$ cat config.mk
export PLATFORM = sky130hd
export DESIGN_NAME = keycode_event_queue
export DESIGN_NICKNAME = d
export VERILOG_FILES = /design/src/rtl/keycode_pkg.sv /design/src/rtl/keycode_event_queue_fifo.sv /design/src/rtl/keycode_event_queue.sv
export SDC_FILE = /design/constraint.sdc
export NUM_CORES = 1
export LEC_CHECK = 0
export BUFFER_PORTS_ARGS = -buffer_cell sky130_fd_sc_hd__buf_2
export CAP_MARGIN = 20
export CORE_AREA = 2 2 103 105
export DETAILED_ROUTE_END_ITERATION = 10
export DIE_AREA = 0 0 105 107
export GPL_ROUTABILITY_DRIVEN = 0
export GPL_TIMING_DRIVEN = 0
export HOLD_SLACK_MARGIN = 0.08
export PLACE_DENSITY = 0.73
export SETUP_SLACK_MARGIN = 0.3
export SYNTH_ARGS = -nofsm -noshare
export SYNTH_HDL_FRONTEND = slang
export SYNTH_HIERARCHICAL = 1
export SYNTH_SLANG_ARGS = --single-unit
$ cat constraint.sdc
create_clock -name clk_clk -period 2.7 [get_ports clk_clk]
set_input_delay 0.27 -clock clk_clk [delete_from_list [all_inputs] [get_ports clk_clk]]
set_output_delay 0.27 -clock clk_clk [all_outputs]
set_load 0.02 [all_outputs]
$ cat src/rtl/keycode_pkg.sv
// keycode_pkg: shared types and constants for the keycode event queue.
package keycode_pkg;

    // Make/break tracker states.
    typedef enum logic [1:0] {
        IDLE = 2'd0,
        HELD = 2'd1,
        SWAP = 2'd2
    } kc_state_t;

    // Queued event payload. 'rpt' marks an auto-repeat make.
    typedef struct packed {
        logic       rpt;
        logic       make;
        logic [7:0] code;
    } kc_event_t;

    localparam int unsigned KC_EVENT_W = 10;
    localparam logic [7:0]  KC_NONE    = 8'h00;

    // Build an event payload from its fields.
    function automatic kc_event_t kc_event(input logic rpt, input logic make, input logic [7:0] code);
        kc_event_t e;
        e.rpt  = rpt;
        e.make = make;
        e.code = code;
        return e;
    endfunction

endpackage

$ cat src/rtl/keycode_event_queue_fifo.sv
// sync_fifo: synchronous show-ahead FIFO with a registered head.
// The head register reflects entries stored before the current edge, so a
// push into an empty FIFO becomes visible one cycle after it is written.
module sync_fifo #(
    parameter int unsigned WIDTH = 10,
    parameter int unsigned DEPTH = 8
) (
    input  logic                     clk,
    input  logic                     rst_n,
    input  logic                     i_clear,
    input  logic                     i_push,
    input  logic [WIDTH-1:0]         i_push_data,
    input  logic                     i_pop,
    output logic                     o_valid,
    output logic [WIDTH-1:0]         o_data,
    output logic                     o_full,
    output logic                     o_empty,
    output logic [$clog2(DEPTH):0]   o_count
);

    localparam int unsigned AW = $clog2(DEPTH);
    localparam int unsigned CW = AW + 1;

    logic [WIDTH-1:0] r_mem [DEPTH];
    logic [AW-1:0]    r_wr_ptr;
    logic [AW-1:0]    r_rd_ptr;
    logic [CW-1:0]    r_count;
    logic             r_valid;
    logic [WIDTH-1:0] r_data;
    logic             r_full;
    logic             r_empty;

    logic             w_pop;
    logic             w_push;
    logic [CW-1:0]    w_count_nxt;
    logic [CW-1:0]    w_avail;
    logic [AW-1:0]    w_head_ptr;

    // A pop needs a visible head; a push into a full FIFO needs a same-cycle pop.
    assign w_pop      = i_pop && r_valid;
    assign w_push     = i_push && (!r_full || w_pop);
    assign w_avail    = r_count - CW'(w_pop);
    assign w_head_ptr = r_rd_ptr + AW'(w_pop);

    // Next occupancy; the push/pop gating keeps it inside 0..DEPTH.
    always_comb begin
        w_count_nxt = r_count;
        case ({w_push, w_pop})
            2'b10:   w_count_nxt = r_count + CW'(1);
            2'b01:   w_count_nxt = r_count - CW'(1);
            default: w_count_nxt = r_count;
        endcase
    end

    // Storage array; clear suppresses the write.
    always_ff @(posedge clk) begin
        if (w_push && !i_clear) begin
            r_mem[r_wr_ptr] <= i_push_data;
        end
    end

    // Pointers, occupancy and full/empty flags.
    always_ff @(posedge clk or negedge rst_n) begin
        if (!rst_n) begin
            r_wr_ptr <= '0;
            r_rd_ptr <= '0;
            r_count  <= '0;
            r_full   <= 1'b0;
            r_empty  <= 1'b1;
        end else if (i_clear) begin
            r_wr_ptr <= '0;
            r_rd_ptr <= '0;
            r_count  <= '0;
            r_full   <= 1'b0;
            r_empty  <= 1'b1;
        end else begin
            if (w_push) begin
                r_wr_ptr <= r_wr_ptr + AW'(1);
            end
            if (w_pop) begin
                r_rd_ptr <= r_rd_ptr + AW'(1);
            end
            r_count <= w_count_nxt;
            r_full  <= (w_count_nxt == CW'(DEPTH));
            r_empty <= (w_count_nxt == '0);
        end
    end

    // Show-ahead head register; data holds until the entry is popped.
    always_ff @(posedge clk or negedge rst_n) begin
        if (!rst_n) begin
            r_valid <= 1'b0;
            r_data  <= '0;
        end else if (i_clear) begin
            r_valid <= 1'b0;
            r_data  <= '0;
        end else begin
            r_valid <= (w_avail != '0);
            if (w_avail != '0) begin
                r_data <= r_mem[w_head_ptr];
            end
        end
    end

    assign o_valid = r_valid;
    assign o_data  = r_data;
    assign o_full  = r_full;
    assign o_empty = r_empty;
    assign o_count = r_count;

endmodule

$ cat src/rtl/keycode_event_queue.sv
// keycode_event_queue: turns the level HID keycode into queued make/break
// events handed out over valid/ready.
// Optional auto-repeat is built when KEYCODE_AUTOREPEAT_EN is defined.
module keycode_event_queue
    import keycode_pkg::*;
#(
    parameter int unsigned DEPTH         = 8,
    parameter int unsigned REPEAT_DELAY  = 25000000,
    parameter int unsigned REPEAT_PERIOD = 5000000
) (
    input  logic                   clk_clk,
    input  logic                   reset_reset_n,
    input  logic [7:0]             keycode,
    output logic                   evt_valid,
    output logic [9:0]             evt_data,
    input  logic                   evt_ready,
    output logic [$clog2(DEPTH):0] evt_count,
    output logic                   overflow,
    input  logic                   clear
);

    localparam logic [1:0] S_IDLE = 2'(IDLE);
    localparam logic [1:0] S_HELD = 2'(HELD);
    localparam logic [1:0] S_SWAP = 2'(SWAP);

    logic [1:0]  r_state;
    logic [1:0]  w_state_nxt;
    logic [7:0]  r_cur_key;
    logic [7:0]  w_cur_key_nxt;
    logic [7:0]  r_pend_key;
    logic [7:0]  w_pend_key_nxt;
    logic        w_push;
    kc_event_t   w_push_evt;
    logic        w_rpt_fire;
    logic        r_overflow;

    logic        w_full;
    logic        w_empty;
    logic        w_pop;

    // Head is only ever valid with a non-empty FIFO; the empty term is a guard.
    assign w_pop = evt_valid && evt_ready && !w_empty;

`ifdef KEYCODE_AUTOREPEAT_EN
    // Reload value assumes REPEAT_PERIOD <= REPEAT_DELAY.
    localparam int unsigned  RPT_W      = $clog2(REPEAT_DELAY + 1);
    localparam logic [RPT_W-1:0] RPT_FIRE   = RPT_W'(REPEAT_DELAY - 1);
    localparam logic [RPT_W-1:0] RPT_RELOAD = RPT_W'(REPEAT_DELAY - REPEAT_PERIOD);

    logic [RPT_W-1:0] r_rpt_cnt;
    logic             w_hold;

    assign w_hold     = (r_state == S_HELD) && (keycode == r_cur_key);
    assign w_rpt_fire = w_hold && (r_rpt_cnt == RPT_FIRE);

    // Hold-time counter; any exit from a steady hold restarts it.
    always_ff @(posedge clk_clk or negedge reset_reset_n) begin
        if (!reset_reset_n) begin
            r_rpt_cnt <= '0;
        end else if (clear || !w_hold) begin
            r_rpt_cnt <= '0;
        end else if (w_rpt_fire) begin
            r_rpt_cnt <= RPT_RELOAD;
        end else begin
            r_rpt_cnt <= r_rpt_cnt + RPT_W'(1);
        end
    end
`else
    assign w_rpt_fire = 1'b0;
`endif

    // Tracker state and held-key registers.
    always_ff @(posedge clk_clk or negedge reset_reset_n) begin
        if (!reset_reset_n) begin
            r_state    <= S_IDLE;
            r_cur_key  <= KC_NONE;
            r_pend_key <= KC_NONE;
        end else begin
            r_state    <= w_state_nxt;
            r_cur_key  <= w_cur_key_nxt;
            r_pend_key <= w_pend_key_nxt;
        end
    end

    // Next-state and event generation; at most one push per cycle.
    always_comb begin
        w_state_nxt    = r_state;
        w_cur_key_nxt  = r_cur_key;
        w_pend_key_nxt = r_pend_key;
        w_push         = 1'b0;
        w_push_evt     = kc_event(1'b0, 1'b0, KC_NONE);

        if (clear) begin
            w_state_nxt    = S_IDLE;
            w_cur_key_nxt  = KC_NONE;
            w_pend_key_nxt = KC_NONE;
        end else begin
            case (r_state)
                S_IDLE: begin
                    if (keycode != KC_NONE) begin
                        w_push        = 1'b1;
                        w_push_evt    = kc_event(1'b0, 1'b1, keycode);
                        w_cur_key_nxt = keycode;
                        w_state_nxt   = S_HELD;
                    end
                end
                S_HELD: begin
                    if (keycode == r_cur_key) begin
                        if (w_rpt_fire) begin
                            w_push     = 1'b1;
                            w_push_evt = kc_event(1'b1, 1'b1, r_cur_key);
                        end
                    end else if (keycode == KC_NONE) begin
                        w_push        = 1'b1;
                        w_push_evt    = kc_event(1'b0, 1'b0, r_cur_key);
                        w_cur_key_nxt = KC_NONE;
                        w_state_nxt   = S_IDLE;
                    end else begin
                        w_push         = 1'b1;
                        w_push_evt     = kc_event(1'b0, 1'b0, r_cur_key);
                        w_pend_key_nxt = keycode;
                        w_state_nxt    = S_SWAP;
                    end
                end
                S_SWAP: begin
                    // Make for the new key; the live keycode is re-evaluated next cycle.
                    w_push        = 1'b1;
                    w_push_evt    = kc_event(1'b0, 1'b1, r_pend_key);
                    w_cur_key_nxt = r_pend_key;
                    w_state_nxt   = S_HELD;
                end
                default: begin
                    w_state_nxt   = S_IDLE;
                    w_cur_key_nxt = KC_NONE;
                end
            endcase
        end
    end

    // Sticky drop flag: push into a full FIFO with no same-cycle pop.
    always_ff @(posedge clk_clk or negedge reset_reset_n) begin
        if (!reset_reset_n) begin
            r_overflow <= 1'b0;
        end else if (clear) begin
            r_overflow <= 1'b0;
        end else if (w_push && w_full && !w_pop) begin
            r_overflow <= 1'b1;
        end
    end

    assign overflow = r_overflow;

    sync_fifo #(
        .WIDTH (KC_EVENT_W),
        .DEPTH (DEPTH)
    ) u_fifo (
        .clk         (clk_clk),
        .rst_n       (reset_reset_n),
        .i_clear     (clear),
        .i_push      (w_push),
        .i_push_data (w_push_evt),
        .i_pop       (w_pop),
        .o_valid     (evt_valid),
        .o_data      (evt_data),
        .o_full      (w_full),
        .o_empty     (w_empty),
        .o_count     (evt_count)
    );

endmodule

==> impl_metrics.json <==
{
  "status": "completed",
  "worst_pin_slew_ps": 670.1,
  "syn_to_final_growth_pct": 30.43,
  "critPathLaunchType": "flop",
  "syn-cell-area_mm2": 0.005453,
  "synth_top_cell_by_area": "edfxtp_1",
  "yosysSeqAreaShare": 0.6335,
  "dr.pass1.iters": 4,
  "io_buffer_count": 27,
  "cts_max_path_buffers": 2,
  "drc": 0,
  "cp.required_ps": 3160,
  "reg2reg_from": "r_state[1]",
  "min_to": "u_fifo/o_full",
  "critPathMaxFanout": 10,
  "routedWlPerCell_um": 20.07,
  "synth.cells.most_frequent": "80 x edfxtp_1, 41 x dfrtp_1, 29 x mux2i_1",
  "ys_ff_latch": 122,
  "hold_depth": 2,
  "netlist.area_leader.share": 0.4406,
  "fillCellCount": 684,
  "holdCritStartpoint": "clear",
  "rrSetupSlack_ps": 30,
  "path_cells": "buf_4, inv_1, a31o_2, a21oi_2, o21ai_4, ha_4, xor2_1, ha_2, a21oi_2, mux2i_2, xor2_1, a41o_2",
  "rsz0062_at_grt": "true",
  "hold_path_class": "input port to flop",
  "seq_area_mm2": 0.003457,
  "arrival_ps": 3130,
  "antenna_found_initial": 0,
  "wirelength_um": 11760,
  "cp_top_family": "compound AO/OA/AOI/OAI gates",
  "synth.avg_cell_area_um2": 15.67,
  "track_usage": 0.2222,
  "postRouteAntennaNets": 0,
  "cts.sinks": 122,
  "ys_warn_count": 6,
  "clock-skew-final_ps": 10.44,
  "synth_edf_count": 80,
  "hold_slack_ps": 172.2,
  "start_util": 0.5403,
  "crit_path_max_incr_delay_ps": 380,
  "netlist-cell-type-count": 47,
  "path_buf_inv": 2,
  "ios": 28,
  "final_hold_viol_count": 0,
  "period_share": 0.9897,
  "final_cells": 586,
  "viasPerCell": 5.577,
  "synth_most_common_cell": "edfxtp_1",
  "layout.nets": 457,
  "coreArea_mm2": 0.01009,
  "rows": 37,
  "r2r-end": "u_fifo/o_empty",
  "p_leak_nw": 2.634,
  "fp.dieW_um": 105,
  "cts_buffers": 17,
  "finalSetupViolCount": 0,
  "period_needed_ps": 2672,
  "root_buffer": "clkbuf_8",
  "crit_type": "flop to flop",
  "overflow": 0,
  "clk_latency_ps": 520,
  "synth_area_leaders": "edfxtp_1 44%, dfrtp_1 19%, mux4_2 8.3%, mux2i_1 5.3%, o2bb2ai_1 2.9%",
  "reg2reg_depth": 12,
  "grt_pass1_wl_um": 18400,
  "ys.flop_type": "edfxtp_1",
  "design_area_mm2": 0.007112,
  "clk_pin_slew_ps": 50,
  "dp_hpwl_um": 6958,
  "slowest_stage": "dfrtp_1",
  "placed_cells": 518,
  "dpl-instance-area_mm2": 0.005922,
  "clock.fmax_mhz": 374.2,
  "grt_start_max_net_pins": 43,
  "drive_gt1_frac": 0.3622,
  "die_h_um": 107,
  "synthCells": 348,
  "insertedDiodeCount": 0,
  "grt_pass1_vias": 3452,
  "cts_tree": "built",
  "h-tree-depth": 4,
  "ir_drop_mv": 0.3960,
  "end_kind": "flop",
  "first_iter_violations": 150,
  "slew_viol_final": 0,
  "max_slew_margin": 0.5533,
  "ys_async_sr_fraction": 0.3443,
  "multi_input_area_mm2": 0.002163,
  "cap_viol_max_count": 0,
  "num_vias": 3268,
  "p_per_area_mw_per_mm2": 634.0,
  "fp.dieArea_mm2": 0.01124
}
## cell families after synthesis
logic type | count (synthesis) | share of synthesized area
AO/OA/AOI/OAI | 54 | 0.07480
XOR/XNOR | 17 | 0.02868
adder cells (fa/ha/maj) | 8 | 0.01836
buffers and inverters | 22 | 0.02088
flip-flops | 122 | 0.6335
multiplexers | 49 | 0.1358
other | 1 | 0.0006877
AND/OR/NAND/NOR | 75 | 0.08719
## layout by cell type (no fill, tap or decap), types with 3 or more instances in the layout
cell            n
edfxtp_1       80
dfrtp_1        39
mux2i_1        28
buf_2          27
nand2b_1       20
mux4_2         20
clkbuf_16      19
o2bb2ai_1      17
buf_12         14
buf_4          13
nand3_1        11
nor2_1         10
clkbuf_1        9
dlygate4sd3_1   9
xor2_2          8
o22ai_1         8
conb_1          8
nand2_1         7
buf_6           7
nor2_4          7
xor2_1          6
a21oi_2         5
inv_1           5
a21oi_1         4
clkinv_2        4
clkinv_1        4
ha_1            4
nor2b_1         3
o21ai_0         3
ha_4            3
## per-stage QoR
stage / power (mW) / worst slack (ps) / setup TNS [ps] / util
floorplan: 2.387 / 81.97 / 0 / -
global placement: 2.497 / -205.0 / -3472 / 0.5868
detailed placement: 2.511 / -224.1 / -3787 / 0.5868
CTS: 4.505 / 38.89 / 0 / 0.6837
global route: 4.671 / -107.2 / -217.7 / 0.7047
finish: 4.509 / 27.76 / 0 / 0.7047
## report_power, final
part,internal (mW),switching [mW],total [mW]
clock,1.20,0.746,1.94
sequential,2.07,0.0480,2.12
combinational,0.191,0.259,0.450
## flip-flops by register name, indices dropped and copies added (netlist names), 2 cells and up
name             cells
u_fifo/r_mem        80
u_fifo/o_data       10
r_cur_key            8
r_pend_key           8
u_fifo/o_count       4
u_fifo/r_rd_ptr      3
u_fifo/r_wr_ptr      3
r_state              2
## per-layer routing
metal | GRT usage | routed length, um
met5 | 0 | 0
met4 | 0.08857 | 114
met3 | 0.04924 | 467
met2 | 0.3720 | 6245
met1 | 0.2843 | 4932
## worst max-delay path by stage
stage / startpoint / to / slack [ps] / depth (start not counted)
finish: r_state[1] / u_fifo/o_empty / 30 / 12
global route: r_cur_key[2] / u_fifo/o_empty / -110 / 12
CTS: r_cur_key[7] / u_fifo/o_empty / 40 / 12
detailed placement: keycode[2] / u_fifo/o_empty / -220 / 12
global placement: keycode[2] / u_fifo/o_empty / -200 / 12
floorplan: r_cur_key[1] / u_fifo/o_empty / 80 / 12
## final cells by class
cell class                 instances  area share
timing repair buffer              63     0.08867
buffer                            16     0.02234
tap                              136     0.02393
clock buffer                      21     0.06034
sequential                       122      0.4861
inverter                           6    0.003167
multi-input combinational        211      0.3042
clock inverter                    11     0.01126
## what timing repair did
item / 4_1_cts / 5_1_grt
hold endpoints to repair: 49 / 0
setup endpoints to repair: 96 / 96
setup buffers: 17 / 6
gates resized for setup: 27 / 16
pin swaps: 18 / 16
cloned: 0 / 3
hold buffers: 9 / 0
(Power assumes the default switching activity.)
